$ cat src/rtl/fifo_wr_ptr_full_pkg.sv
// Shared definitions for the async FIFO pointer blocks (write-full and read-empty sides).
package fifo_wr_ptr_full_pkg;

  // Default RAM address width; depth is 2**DEF_ADDR_WIDTH.
  localparam int DEF_ADDR_WIDTH = 8;

  // Pointer width: one extra MSB distinguishes full from empty on a lap.
  function automatic int ptr_w(input int addr_width);
    return addr_width + 1;
  endfunction

  // Binary to Gray; callers slice the result down to their pointer width.
  function automatic logic [31:0] bin2gray(input logic [31:0] b);
    return b ^ (b >> 1);
  endfunction

endpackage

$ cat src/rtl/gray_to_bin.sv
// Combinational Gray-to-binary decode: each binary bit is the XOR of all Gray bits at or above it.
module gray_to_bin #(
  parameter int W = 4
) (
  input  logic [W-1:0] gray,
  output logic [W-1:0] bin
);

  for (genvar i = 0; i < W; i++) begin : g_bit
    assign bin[i] = ^gray[W-1:i];
  end

endmodule

$ cat src/rtl/fifo_wr_ptr_full.sv
// Write-domain pointer, RAM write port control and full / almost-full / occupancy flags.
module fifo_wr_ptr_full
  import fifo_wr_ptr_full_pkg::*;
#(
  parameter int ADDR_WIDTH = DEF_ADDR_WIDTH,
  parameter int AF_THRESH  = 2**ADDR_WIDTH - 2
) (
  input  logic                  clk,
  input  logic                  rst,
  input  logic                  wr_en,
  input  logic [ADDR_WIDTH:0]   rd_ptr_sync,
  output logic                  mem_we,
  output logic [ADDR_WIDTH-1:0] wr_addr,
  output logic [ADDR_WIDTH:0]   wr_ptr_gray,
  output logic                  full,
  output logic                  almost_full,
  output logic [ADDR_WIDTH:0]   wr_count,
  output logic                  overflow
);

  localparam int PW = ptr_w(ADDR_WIDTH);
  localparam logic [31:0] AF_T = 32'(AF_THRESH);

  logic [PW-1:0] wbin, wbin_next, gray_next, rbin, cnt_next, full_cmp;
  logic          push, full_next, af_next;

  // Read pointer decoded to binary for the occupancy subtraction.
  gray_to_bin #(.W(PW)) u_rd_g2b (
    .gray (rd_ptr_sync),
    .bin  (rbin)
  );

  // Gating with rst keeps the RAM write port idle while reset is held.
  assign push     = wr_en & ~full & rst;
  assign mem_we   = push;
  assign wr_addr  = wbin[ADDR_WIDTH-1:0];

  // Next pointer, Gray image and flags; the stale read pointer only overstates occupancy.
  always_comb begin
    wbin_next = wbin + PW'(push);
    gray_next = PW'(bin2gray(32'(wbin_next)));
    full_cmp  = {~rd_ptr_sync[ADDR_WIDTH:ADDR_WIDTH-1], rd_ptr_sync[ADDR_WIDTH-2:0]};
    full_next = (gray_next == full_cmp);
    cnt_next  = wbin_next - rbin;
    af_next   = (32'(cnt_next) >= AF_T);
  end

  // All write-side state registered; overflow is sticky until reset.
  always_ff @(posedge clk or negedge rst) begin
    if (!rst) begin
      wbin        <= '0;
      wr_ptr_gray <= '0;
      full        <= 1'b0;
      almost_full <= 1'b0;
      wr_count    <= '0;
      overflow    <= 1'b0;
    end else begin
      wbin        <= wbin_next;
      wr_ptr_gray <= gray_next;
      full        <= full_next;
      almost_full <= af_next;
      wr_count    <= cnt_next;
      if (wr_en && full) overflow <= 1'b1;
    end
  end

endmodule

$ cat config.mk
export PLATFORM = sky130hd
export DESIGN_NAME = fifo_wr_ptr_full
export DESIGN_NICKNAME = d
export VERILOG_FILES = /design/src/rtl/fifo_wr_ptr_full_pkg.sv /design/src/rtl/gray_to_bin.sv /design/src/rtl/fifo_wr_ptr_full.sv
export SDC_FILE = /design/constraint.sdc
export NUM_CORES = 1
export LEC_CHECK = 0
export CORE_ASPECT_RATIO = 1.2
export CORE_MARGIN = 2
export CORE_UTILIZATION = 44
export CTS_CLUSTER_DIAMETER = 50
export DETAILED_ROUTE_END_ITERATION = 16
export HOLD_SLACK_MARGIN = 0.12
export MAX_ROUTING_LAYER = met4
export PLACE_DENSITY = 0.76
export REMOVE_ABC_BUFFERS = 1
export SETUP_SLACK_MARGIN = 0.3
export SLEW_MARGIN = 25
export SYNTH_ARGS = -nofsm -noshare
export SYNTH_HDL_FRONTEND = slang
export SYNTH_SLANG_ARGS = --single-unit
$ cat constraint.sdc
create_clock -name clk -period 3.07 [get_ports clk]
set_clock_uncertainty 0.15 [all_clocks]
set_input_delay 0.4605 -clock clk [delete_from_list [all_inputs] [get_ports clk]]
set_output_delay 0.4605 -clock clk [all_outputs]
set_load 0.02 [all_outputs]
==> Word level (Yosys, flattened, before mapping) <==
Index checks and enable logic that the tools add are counted.
Widths: inputs -> output; s select.
{ "totals": {"regBits": 30, "input_bits": 12, "output_inout_bits": 30} }
{ "op_classes": {"add_sub_neg": 2, "magnitude_cmp": 1, "eq_ne": 1, "bitwise": 5, "n_reduce_logical": 9} }
{ "ops": {"columns": ["cell", "n"], "rows": [
  ["$add 9x1->9", 1],
  ["$eq 9x9->1", 1],
  ["$ge 9x8->1 const B", 1],
  ["$reduce_xor 9->1", 1],
  ["$sub 9x9->9", 1],
  ["$xor 9x8->9", 1],
  ["$reduce_xor 8->1", 1],
  ["$reduce_xor 7->1", 1],
  ["$reduce_xor 6->1", 1],
  ["$reduce_xor 5->1", 1],
  ["$reduce_xor 4->1", 1],
  ["$reduce_xor 3->1", 1],
  ["$and 1x1->1", 2],
  ["$not 2->2", 1],
  ["$reduce_xor 2->1", 1],
  ["$logic_and 1x1->1", 1],
  ["$not 1->1", 1]
]} }

==> Longest topological paths before layout <==
Gate-level depths: netlist of the first run.
{ "logic_depth": {"depth_word": 6, "depth_mapped": 13, "ltp_nobuf": 13} }

==> Modules after synthesis <==
A second synthesis of the first run with hierarchy kept.
{ "unflattened": {"hier_cells": 173, "hier_area_um2": 1851.8} }
{ "by_module_without_submodules": {"columns": ["mod", "instances", "cells_each", "area_each_um2", "seq_area_each_um2"], "rows": [
  ["fifo_wr_ptr_full", 1, 159, 1682.9, 725.7],
  ["gray_to_bin", 1, 14, 168.9, 0.0]
]} }

==> Least setup slack after synthesis of the first run <==
No wires, ideal clock.
{ "synth_path": {"kind": "input to register", "from": "input rd_ptr_sync[7]", "to": "register almost_full", "setup_time_ns": 0.120, "arrival_time_ns": 3.516, "required_time_ns": 2.800, "path_slack_ns": -0.715, "cell_stages": 12, "n_path_buf": 0, "path_cell_list": "xnor3_4 xor2_4 xnor2_1 xnor2_1 xor2_1 ha_1 fa_1 or3_4 a221oi_2 a31oi_1 xnor2_1 a31o_1"} }
{ "synth_via": {"elab_chain_cells": 3, "word_cells_on_any_way": 10, "cone_classes": "add/sub: 1; order compare: 1; reduce/logical: 8"} }
{ "synth_lines": {"columns": ["item", "line_no", "text"], "rows": [
  ["start, declared", "fifo_wr_ptr_full.sv:11", "input logic [ADDR_WIDTH:0] rd_ptr_sync,"],
  ["$reduce_xor 9->1, or another cell as far along", "gray_to_bin.sv:10", "assign bin[i] = ^gray[W-1:i];"],
  ["$sub 9x9->9 *", "fifo_wr_ptr_full.sv:44", "cnt_next = wbin_next - rbin;"],
  ["named net cnt_next[8]", "fifo_wr_ptr_full.sv:24", "logic [PW-1:0] wbin, wbin_next, gray_next, rbin, cnt_next, full_cmp;"],
  ["$ge 9x8->1 *", "fifo_wr_ptr_full.sv:45", "af_next = (32'(cnt_next) >= AF_T);"],
  ["named net af_next", "fifo_wr_ptr_full.sv:25", "logic push, full_next, af_next;"],
  ["end signal, assigned", "fifo_wr_ptr_full.sv:61", "almost_full <= af_next;"],
  ["end, declared", "fifo_wr_ptr_full.sv:16", "output logic almost_full,"]
]} }
The timed path passes the listed nets; every way through them passes the cells marked *.
A chain may end at the register's enable or synchronous reset.

==> Worst setup path after layout of the first run <==
Same ends and word-level chain as after synthesis.

==> flow_metrics.tcl, run 1 <==
set metrics [dict create \
    setup_tns_ns -1.130 \
    critPathMaxStageDelay_ns 0.52 \
    grt.total_usage_pct 24.97 \
    swShare_pct 39.64 \
    synthCells 140 \
    path_clk_slew_ns 0.06 \
    placed_cell_area_um2 2480 \
    p_leak_nw 1.418 \
    core-area_um2 3603 \
    setup_viol 5 \
    finalHoldViolCount 0 \
    finalCriticalPeriod_ns 3.428 \
    min_path_type "input port to asynchronous set/reset pin" \
    ioPinCount 42 \
    root_buffer "clkbuf_8" \
    met1_usage_pct 26.45 \
    seq_area_um2 725.7 \
    first_pass_iters 4 \
    routed_via_density 5.049 \
    cts_sinks 29 \
    grt.busiest_layer "met2" \
    powerDensity_nw_per_um2 1147 \
    die_x_um 59.95 \
    met2_usage_pct 43.36 \
    grt_pass1_wl_um 7507 \
    finalWeightedCongestion 0.8766 \
    grt_start_max_net_pins 30 \
    mostFrequentLayoutCells "buf_4, clkdlybuf4s50_1, dfrtp_1" \
    drt_iter0_drc 49 \
    setup_ws_ns -0.3583 \
    slew_headroom_pct 69.66 \
    tightest_slew_ns 0.4519 \
    ant_nets 0 \
    ys_warn_count 0 \
    place_hpwl_um 3211 \
    fillers 212 \
    antennaDiodeCount 0 \
    slowest_stage "xnor3_4" \
    numCtsBuffers 5 \
    gr-usage-met3_pct 3.839 \
    drv_cap 0 \
    start_util_pct 45.87 \
    numPortBuffers 41 \
    route.detailed.drc 0 \
    drive_gt1_share_pct 42.11 \
    synthFlopType "dfrtp_1" \
    wirelength_um 5075 \
    p_seq_share_pct 18.7 \
    cts_hold_buf 0 \
    outcome "finished with violations" \
    end_kind "flop" \
    clock_latency_ns 0.28 \
    fin_crit_sh_pct 111.7 \
    violations "setup timing" \
    grt_pass1_vias 1594 \
    antenna_found_initial 0 \
    area_growth_syn_to_layout_pct 76.08 \
    critPathRequiredTime_ns 3.09 \
    clockPowerShare_pct 9.4 \
    power.internal_w 0.002014 \
    path_cells "buf_6 -> xnor3_4 -> xor2_4 -> xnor2_2 -> xnor2_2 -> xor2_1 -> ha_2 -> fa_2 -> or3_4 -> a221oi_4 -> a31oi_2 -> xnor2_1 -> a31o_1" \
    wl_per_cell_um 17.74 \
    post-place-ws_ns -1.278 \
    clockBufferDepth 2 \
    worstPathArrival_ns 3.44 \
    ir_worst_vdd_mv 0.7994 \
    p_sw_w 0.001323 \
    rsz0062_at_grt "yes" \
    synth_edf_count 0 \
    mostFrequentLayoutCell "buf_4" \
    final_nets 269 \
    yosysSeqAreaShare_pct 43.91 \
    cts_tree "yes" \
    start_kind "input port" \
    vias 1444 \
    multi_input_area_um2 1106 \
    crit_type "input port to flop" \
    crit_fanout 2 \
    synth_seq_cells 29 \
    final_cell_area_um2 2910 \
    cpMostUsedCell "xnor2_2" \
    fmax_mhz 291.7 \
    synthArstFlopShare_pct 100.0 \
    h-tree-depth 2 \
    slew_viol_final 0 \
    ys_types 32 \
    synthesis.area_um2 1653 \
    die_h_um 71.14 \
    dieArea_um2 4265 \
    syn_avg_cell_area_um2 11.81 \
    overflow 0 \
    num_rows 24 \
    p_comb_share_pct 71.9 \
]
-- cells by family after synthesis --
logic type                 synth area share [%]
DFF                                       43.91
xor gates and xnor gates                  29.60
AOI/OAI and AO/OA                         6.283
adders and majority gates                 8.706
and+or+nand+nor                           8.101
buffers and inverters                     3.406
-- worst max-delay path, delay by kind of cell --
family | cells | cell delay (ns)
xor+xnor | 6 | 1.38
compound gates | 3 | 0.61
simple gates | 1 | 0.36
buf+inv | 1 | 0.07
fa+ha+maj | 2 | 0.56
-- final timing paths --
kind | slack, ns | start | endpoint | cells past startpoint
max | -0.36 | rd_ptr_sync[7] | almost_full | 13
min | 0.18 | rst | overflow | 2
max reg2reg | -0.04 | full | almost_full | 12
min reg2reg | 0.35 | overflow | overflow | 1
max in group asynchronous | 2.31 | rst | almost_full | 2
min in group clk | 0.35 | overflow | overflow | 1
-- through the flow --
step / hold slack (ns) / total power (W) / utilization (%) / instances
final: 0.1768 / 0.003337 / 80.76 / 286
after floorplan: 0.01491 / 0.001476 / - / 140
after detailed placement: 0.3348 / 0.002392 / 68.82 / 269
after CTS: 0.1872 / 0.003067 / 78.23 / 283
after global routing: 0.2135 / 0.003499 / 80.76 / 286
after global placement: 0.2866 / 0.002347 / 68.82 / 269
-- layout make-up --
cell class	instances	area share (%)
flip-flops and latches	29	24.94
well taps	39	1.677
clock buffers	7	2.966
multi-input cells	96	38.01
repair buffers	100	30.27
inverters	15	2.150
-- cell usage after synthesis (all sizes together) (2+ instances only) --
library cell / number / area, um^2
a21o: 3 / 22.52
a21oi: 3 / 15.01
a31oi: 3 / 18.77
and2: 2 / 13.77
and4: 2 / 17.52
dfrtp: 29 / 725.7
ha: 9 / 112.6
inv: 15 / 56.30
nand2: 4 / 15.01
nand3: 4 / 20.02
nor2: 4 / 15.01
or3: 2 / 17.52
xnor2: 22 / 192.7
xnor3: 2 / 48.80
xor2: 23 / 220.2
-- state kept, by name, indices dropped and copies added, names as in the netlist --
signal and count:
wr_count 9, wbin 9, overflow 1, wr_ptr_gray 8
almost_full 1, full 1
-- power groups by stage --
stage / combinational (W) / clock, W / sequential (W)
after global placement: 0.00174 / 0 / 0.000602
after global routing: 0.00253 / 0.000334 / 0.000634
final: 0.00240 / 0.000314 / 0.000623
after floorplan: 0.000693 / 0 / 0.000782
after detailed placement: 0.00178 / 0 / 0.000612
after CTS: 0.00213 / 0.000321 / 0.000618
-- layer usage --
metal | wire (um) | vias to the layer above
li1 | - | 667
met1 | 1926 | 722
met2 | 2849 | 37
met3 | 122 | 18
met4 | 177 | 0
met5 | 0 | -
-- timing repair --
item	4_1_cts	5_1_grt
setup endpoints to repair	10	9
buffers inserted	7	3
gates resized for setup	50	13
hold endpoints to repair	0	0
pin swaps	24	17
(Power assumes the default switching activity.)
==> run 2, diff against run 1 <==
CAP_MARGIN = 40   (was default)
==> results of run 2 <==
The final DEF is identical to that of run 1; final timing and power are the same.
==> run 3, diff against run 2 <==
CORE_UTILIZATION = 45   (was 44)
SYNTH_HIERARCHICAL = 1   (was default)
==> run 3 against run 2 <==
The run now ends clean. Worst setup slack better by 0.37 ns. Non-clock buffer count is 8 higher. Cell area is 12% higher. Critical path depth stayed put. Maximum frequency is 12% higher. Core utilization is 2.1 points higher. Synthesized cell count is 24% higher. Largest power group unchanged. Highest routed layer unchanged.
==> flow_metrics.tcl, run 3 <==
set metrics [dict create \
    finalWeightedCongestion 0.9107 \
    h-tree-depth 2 \
    fillers 219 \
    area_growth_syn_to_layout_pct 76.35 \
    drv_cap 0 \
    routed_via_density 5.285 \
    setup_ws_ns 0.01296 \
    ant_nets 0 \
    slew_headroom_pct 66.64 \
    p_sw_w 0.001423 \
    cpMostUsedCell "ha_4" \
    synth_top_area_cell "dfrtp_1" \
    clockPowerShare_pct 10.3 \
    dp_cells 301 \
    numCtsBuffers 5 \
    rsz0062_at_grt "yes" \
    yosys-top-cells-area "dfrtp_1, xnor2_1, xor2_1" \
    final_cell_area_um2 3266 \
    swShare_pct 41.06 \
    root_buffer "clkbuf_8" \
    critPathMaxStageDelay_ns 0.41 \
    ys_types 45 \
    end_kind "flop" \
    r2r_setup_slack_ns 0.01 \
    num_rows 25 \
    start_kind "flop" \
    grt_pass1_vias 1768 \
    die_x_um 62.56 \
    numPortBuffers 41 \
    total_power_w 0.003467 \
    crit_type "flop to flop" \
    met2_usage_pct 42.29 \
    synthFlopType "dfrtp_1" \
    p_seq_share_pct 19.9 \
    setup_viol 0 \
    tightest_slew_ns 0.5005 \
    met1_usage_pct 26.59 \
    overflow 0 \
    yosysMostFrequentCell "dfrtp_1" \
    crit_fanout 2 \
    grt_pass1_wl_um 8314 \
    drt_iter0_drc 124 \
    critPathRequiredTime_ns 3.11 \
    route.detailed.drc 0 \
    fin_crit_sh_pct 99.58 \
    synth-simple-area-share_pct 10.41 \
    slowest_stage "dfrtp_1" \
    path_clk_slew_ns 0.07 \
    start_util_pct 46.98 \
    first_pass_iters 4 \
    powerDensity_nw_per_um2 1062 \
    power.internal_w 0.002043 \
    die_h_um 74.27 \
    finalHoldViolCount 0 \
    post-place-ws_ns -0.7084 \
    final_nets 306 \
    grt.busiest_layer "met2" \
    wirelength_um 6091 \
    synth_fa_ha_area_share_pct 8.514 \
    synth_compound_area_share_pct 10.54 \
    p_leak_nw 1.567 \
    vias 1781 \
    synthCells 173 \
    grt.total_usage_pct 24.30 \
    ir_worst_vdd_mv 0.7962 \
    clock_latency_ns 0.29 \
    synthMuxAreaShare_pct 0 \
    synth_top_area_share_pct 39.19 \
    mostFrequentLayoutCell "buf_4" \
    outcome "complete, no violations" \
    yosysSeqAreaShare_pct 39.19 \
    place_hpwl_um 3156 \
    antennaDiodeCount 0 \
    core-area_um2 3941 \
    fmax_mhz 327.1 \
    synthesis.area_um2 1852 \
    antenna_found_initial 0 \
    drive_gt1_share_pct 46.64 \
    mostFrequentLayoutCells "buf_4, clkdlybuf4s50_1, dfrtp_1" \
    syn_avg_cell_area_um2 10.70 \
    yosys-top-cells-count "dfrtp_1, xnor2_1, inv_1" \
    min_path_type "input port to flop" \
    grt_start_max_net_pins 30 \
    gr-usage-met3_pct 4.690 \
    worstPathArrival_ns 3.10 \
    ys_warn_count 6 \
    cts_sinks 29 \
    synth_seq_cells 29 \
    synth_top_family_by_area "XOR/XNOR gates" \
    ioPinCount 42 \
    finalCriticalPeriod_ns 3.057 \
    clockBufferDepth 2 \
    yosys.area_share.xor_xnor_pct 25.34 \
    largestRegisters "wbin: 9 flops, wr_count: 9 flops, wr_ptr_gray: 8 flops" \
    p_comb_share_pct 69.9 \
    slew_viol_final 0 \
    path_cells "nor2_4 -> ha_2 -> ha_4 -> buf_4 -> nand3_2 -> xnor2_4 -> ha_4 -> o21a_1 -> o31a_1 -> o21ai_2 -> a21oi_2 -> or3b_1 -> o311ai_1" \
    synthArstFlopShare_pct 100.0 \
    cts_tree "yes" \
    fin_cells 337 \
    placed_cell_area_um2 2582 \
    dieArea_um2 4646 \
    wl_per_cell_um 18.07 \
    synth_edf_count 0 \
]
-- run 3: cell types whose count changed in the layout (fill, tap and decap cells not counted), sizes merged, moves of 5 or more --
cell | previous run | this run
a21oi | 3 | 12
buf | 62 | 69
inv | 14 | 19
xor2 | 23 | 18
-- run 3: final cells by class --
cell class / count / area [um^2] / area share (%)
multi-input combinational: 119 / 1368 / 41.88
timing repair buffer: 108 / 932.1 / 28.54
sequential: 29 / 725.7 / 22.22
clock buffer: 7 / 96.34 / 2.950
inverter: 19 / 71.32 / 2.184
tap: 54 / 67.56 / 2.069
clock inverter: 1 / 5.005 / 0.1533
-- run 3: through the flow --
step | utilization, % | hold slack, ns | TNS, ns
2_1_floorplan | - | 0.01491 | -0.6129
3_3_place_gp | 65.52 | 0.2903 | -3.121
3_5_place_dp | 65.52 | 0.3061 | -3.431
4_1_cts | 74.89 | 0.2314 | 0
5_1_grt | 82.86 | 0.2810 | -0.02501
6_report | 82.86 | 0.2703 | 0
-- run 3: power by group through the flow --
stage	Clock, W	Combinational [W]	Sequential (W)
floorplan	0	0.000710	0.000811
global placement	0	0.00162	0.000653
detailed placement	0	0.00165	0.000655
CTS	0.000356	0.00197	0.000655
global route	0.000376	0.00257	0.000703
finish	0.000355	0.00242	0.000689
-- run 3: routing by layer --
layer | part of all wire (%) | up-vias
li1 | - | 798
met1 | 40 | 888
met2 | 52 | 71
met3 | 4.2 | 24
met4 | 3.7 | 0
met5 | 0 | -
-- run 3: repair_timing --
| action | CTS | global route |
|---|---|---|
| resized for setup | 47 | 52 |
| endpoints found under the hold margin | 0 | 29 |
| hold buffers | 0 | 1 |
| endpoints found under the setup margin | 9 | 7 |
| pin swaps | 30 | 29 |
| buffers inserted | 18 | 9 |
-- run 3: logic make-up (layout without fill, tap and decap cells) --
logic type                 after synthesis  after routing
buffers and inverters                   25            135
DFF                                     29             29
adders and majority gates               12             12
xor gates and xnor gates                43             43
and+or+nand+nor                         34             34
AOI/OAI and AO/OA                       30             30
-- run 3: final timing paths --
path,from,end,depth (start not counted)
max,full,almost_full,13
max reg2reg,full,almost_full,13
min reg2reg,overflow,overflow,1
max in group asynchronous,rst,wr_ptr_gray[2],3
min in group asynchronous,rst,almost_full,3
min,wr_en,overflow,2
-- run 3: worst max-delay path: cells and delay by family (launching register included) --
kind	cells	cell delay, ns
compound gates	5	0.69
simple gates	3	0.68
fa+ha+maj	3	0.61
flops	1	0.41
xor+xnor	1	0.29
buf+inv	1	0.12
==> patch: new RTL, settings of run 2 <==
Reset style: synchronous (`rst`), changed in one clocked block. Comments in the files are not updated.
--- a/src/rtl/fifo_wr_ptr_full.sv
+++ b/src/rtl/fifo_wr_ptr_full.sv
@@ -48,3 +48,3 @@
   // All write-side state registered; overflow is sticky until reset.
-  always_ff @(posedge clk or negedge rst) begin
+  always_ff @(posedge clk) begin
     if (!rst) begin
Formal check against the unedited RTL: differs if rst is asserted again (counterexample within 4 cycles, from zero or initial values and one cycle with rst low); with rst held inactive, the same outputs for 10 cycles.
==> patch against run 2 <==
Count of clock-buffer cells in the layout shrank 1. Wire length rose by 31%. Sequential cell count unchanged. Synthesized cell count up 49%. Worst setup slack lost 0.20 ns. Critical endpoint is now almost_full$_SDFF_PN0_. The flow still finishes with violations (negative setup slack). Sequential share of layout area fell by 6.1 points. Design area rose by 6.1%. Hold slack better by 0.18 ns. Die area grew 12%. Synthesized area rose by 13%.
Power is not compared: it rests on default switching activity, and its combinational part moved more than twofold at a synthesized area within 25%.
==> patch: results (changes against run 2) <==
stage,metric,value,unit,change
place,pre-CTS setup slack,-1.31,ns,-0.0282 ns
timing,worst setup margin,-0.559,ns,-0.200 ns
yosys,"Seq/Total Area, Yosys",31.2,%,-13 points
finish,Nets,337,,+25%
worst_setup_path,slowest CP cell,xor3_2,,
timing,Setup Viol. Count Final,7,,+2
place,final weighted congestion in routability-driven placement,0.906,,+3.4%
yosys,Synth top cells by count,"29 x dfxtp_1, 28 x xnor2_1, 25 x nor2_1",,
worst_setup_path,reg-to-reg startpoint,full$_SDFF_PN0_,,
yosys,synth top area cells,"dfxtp_1 31%, xnor2_1 13%, xor2_1 6.1%, ha_1 6.1%, nor2_1 5.0%",,
yosys,Post-Synth Adder-Cell Area,7.67,%,-1.0 points
grt,GRT met2 Usage,50.9,%,+7.5 points
worst_setup_path,Worst EP arrival,3.71,ns,+0.27 ns
place,Placed Area,2680,µm²,+8.2%
timing,Slew @ Worst Pin,0.519,ns,+0.0676 ns
grt,gr usage total,27.8,%,+2.9 points
yosys,Post-Synth XOR/XNOR Area,23.7,%,-5.9 points
yosys,Post-synth ARST share,0,%,-100 points
worst_setup_path,CP endpoint,almost_full$_SDFF_PN0_,,
worst_setup_path,Setup crit start,rd_ptr_sync[8],,
hold_path,Hold Path Class,reg2reg,,
timing,hold slack,0.356,ns,+0.179 ns
worst_setup_path,CP max FO,4,,+2
outcome,failing checks,negative setup slack,,
detailed_routing,met2 routed WL,3.54,mm,+24%
place,dpl cells,346,,+29%
outcome,status,"complete, but fails checks",,
grt,largest net degree at the start of global routing,22,,-27%
detailed_routing,Detailed Route Iter0 Violations,146,,+200%
[patch: what timing repair did]
item | CTS | global route
endpoints found under the setup margin | 10 | 10
resized for setup | 47 | 13
pin swaps | 26 | 17
setup buffers | 12 | 4
hold buffers | 0 | 0
[patch: final cells by class]
| type | count | area, µm² | area share (%) |
|---|---|---|---|
| tap | 54 | 67.6 | 2.19 |
| clock inverter | 2 | 10.0 | 0.324 |
| sequential | 29 | 581 | 18.8 |
| clock buffer | 6 | 72.6 | 2.35 |
| multi-input combinational | 157 | 1350 | 43.7 |
| inverter | 13 | 51.3 | 1.66 |
| timing repair buffer | 109 | 957 | 31.0 |
[patch: power breakdown]
| group | switching [W] | internal (W) | total, W |
|---|---|---|---|
| Clock | 0.000153 | 0.000157 | 0.000310 |
| Combinational | 0.000399 | 0.000463 | 0.000861 |
| Sequential | 0.0000108 | 0.000416 | 0.000427 |
| Total | 0.000563 | 0.00104 | 0.00160 |
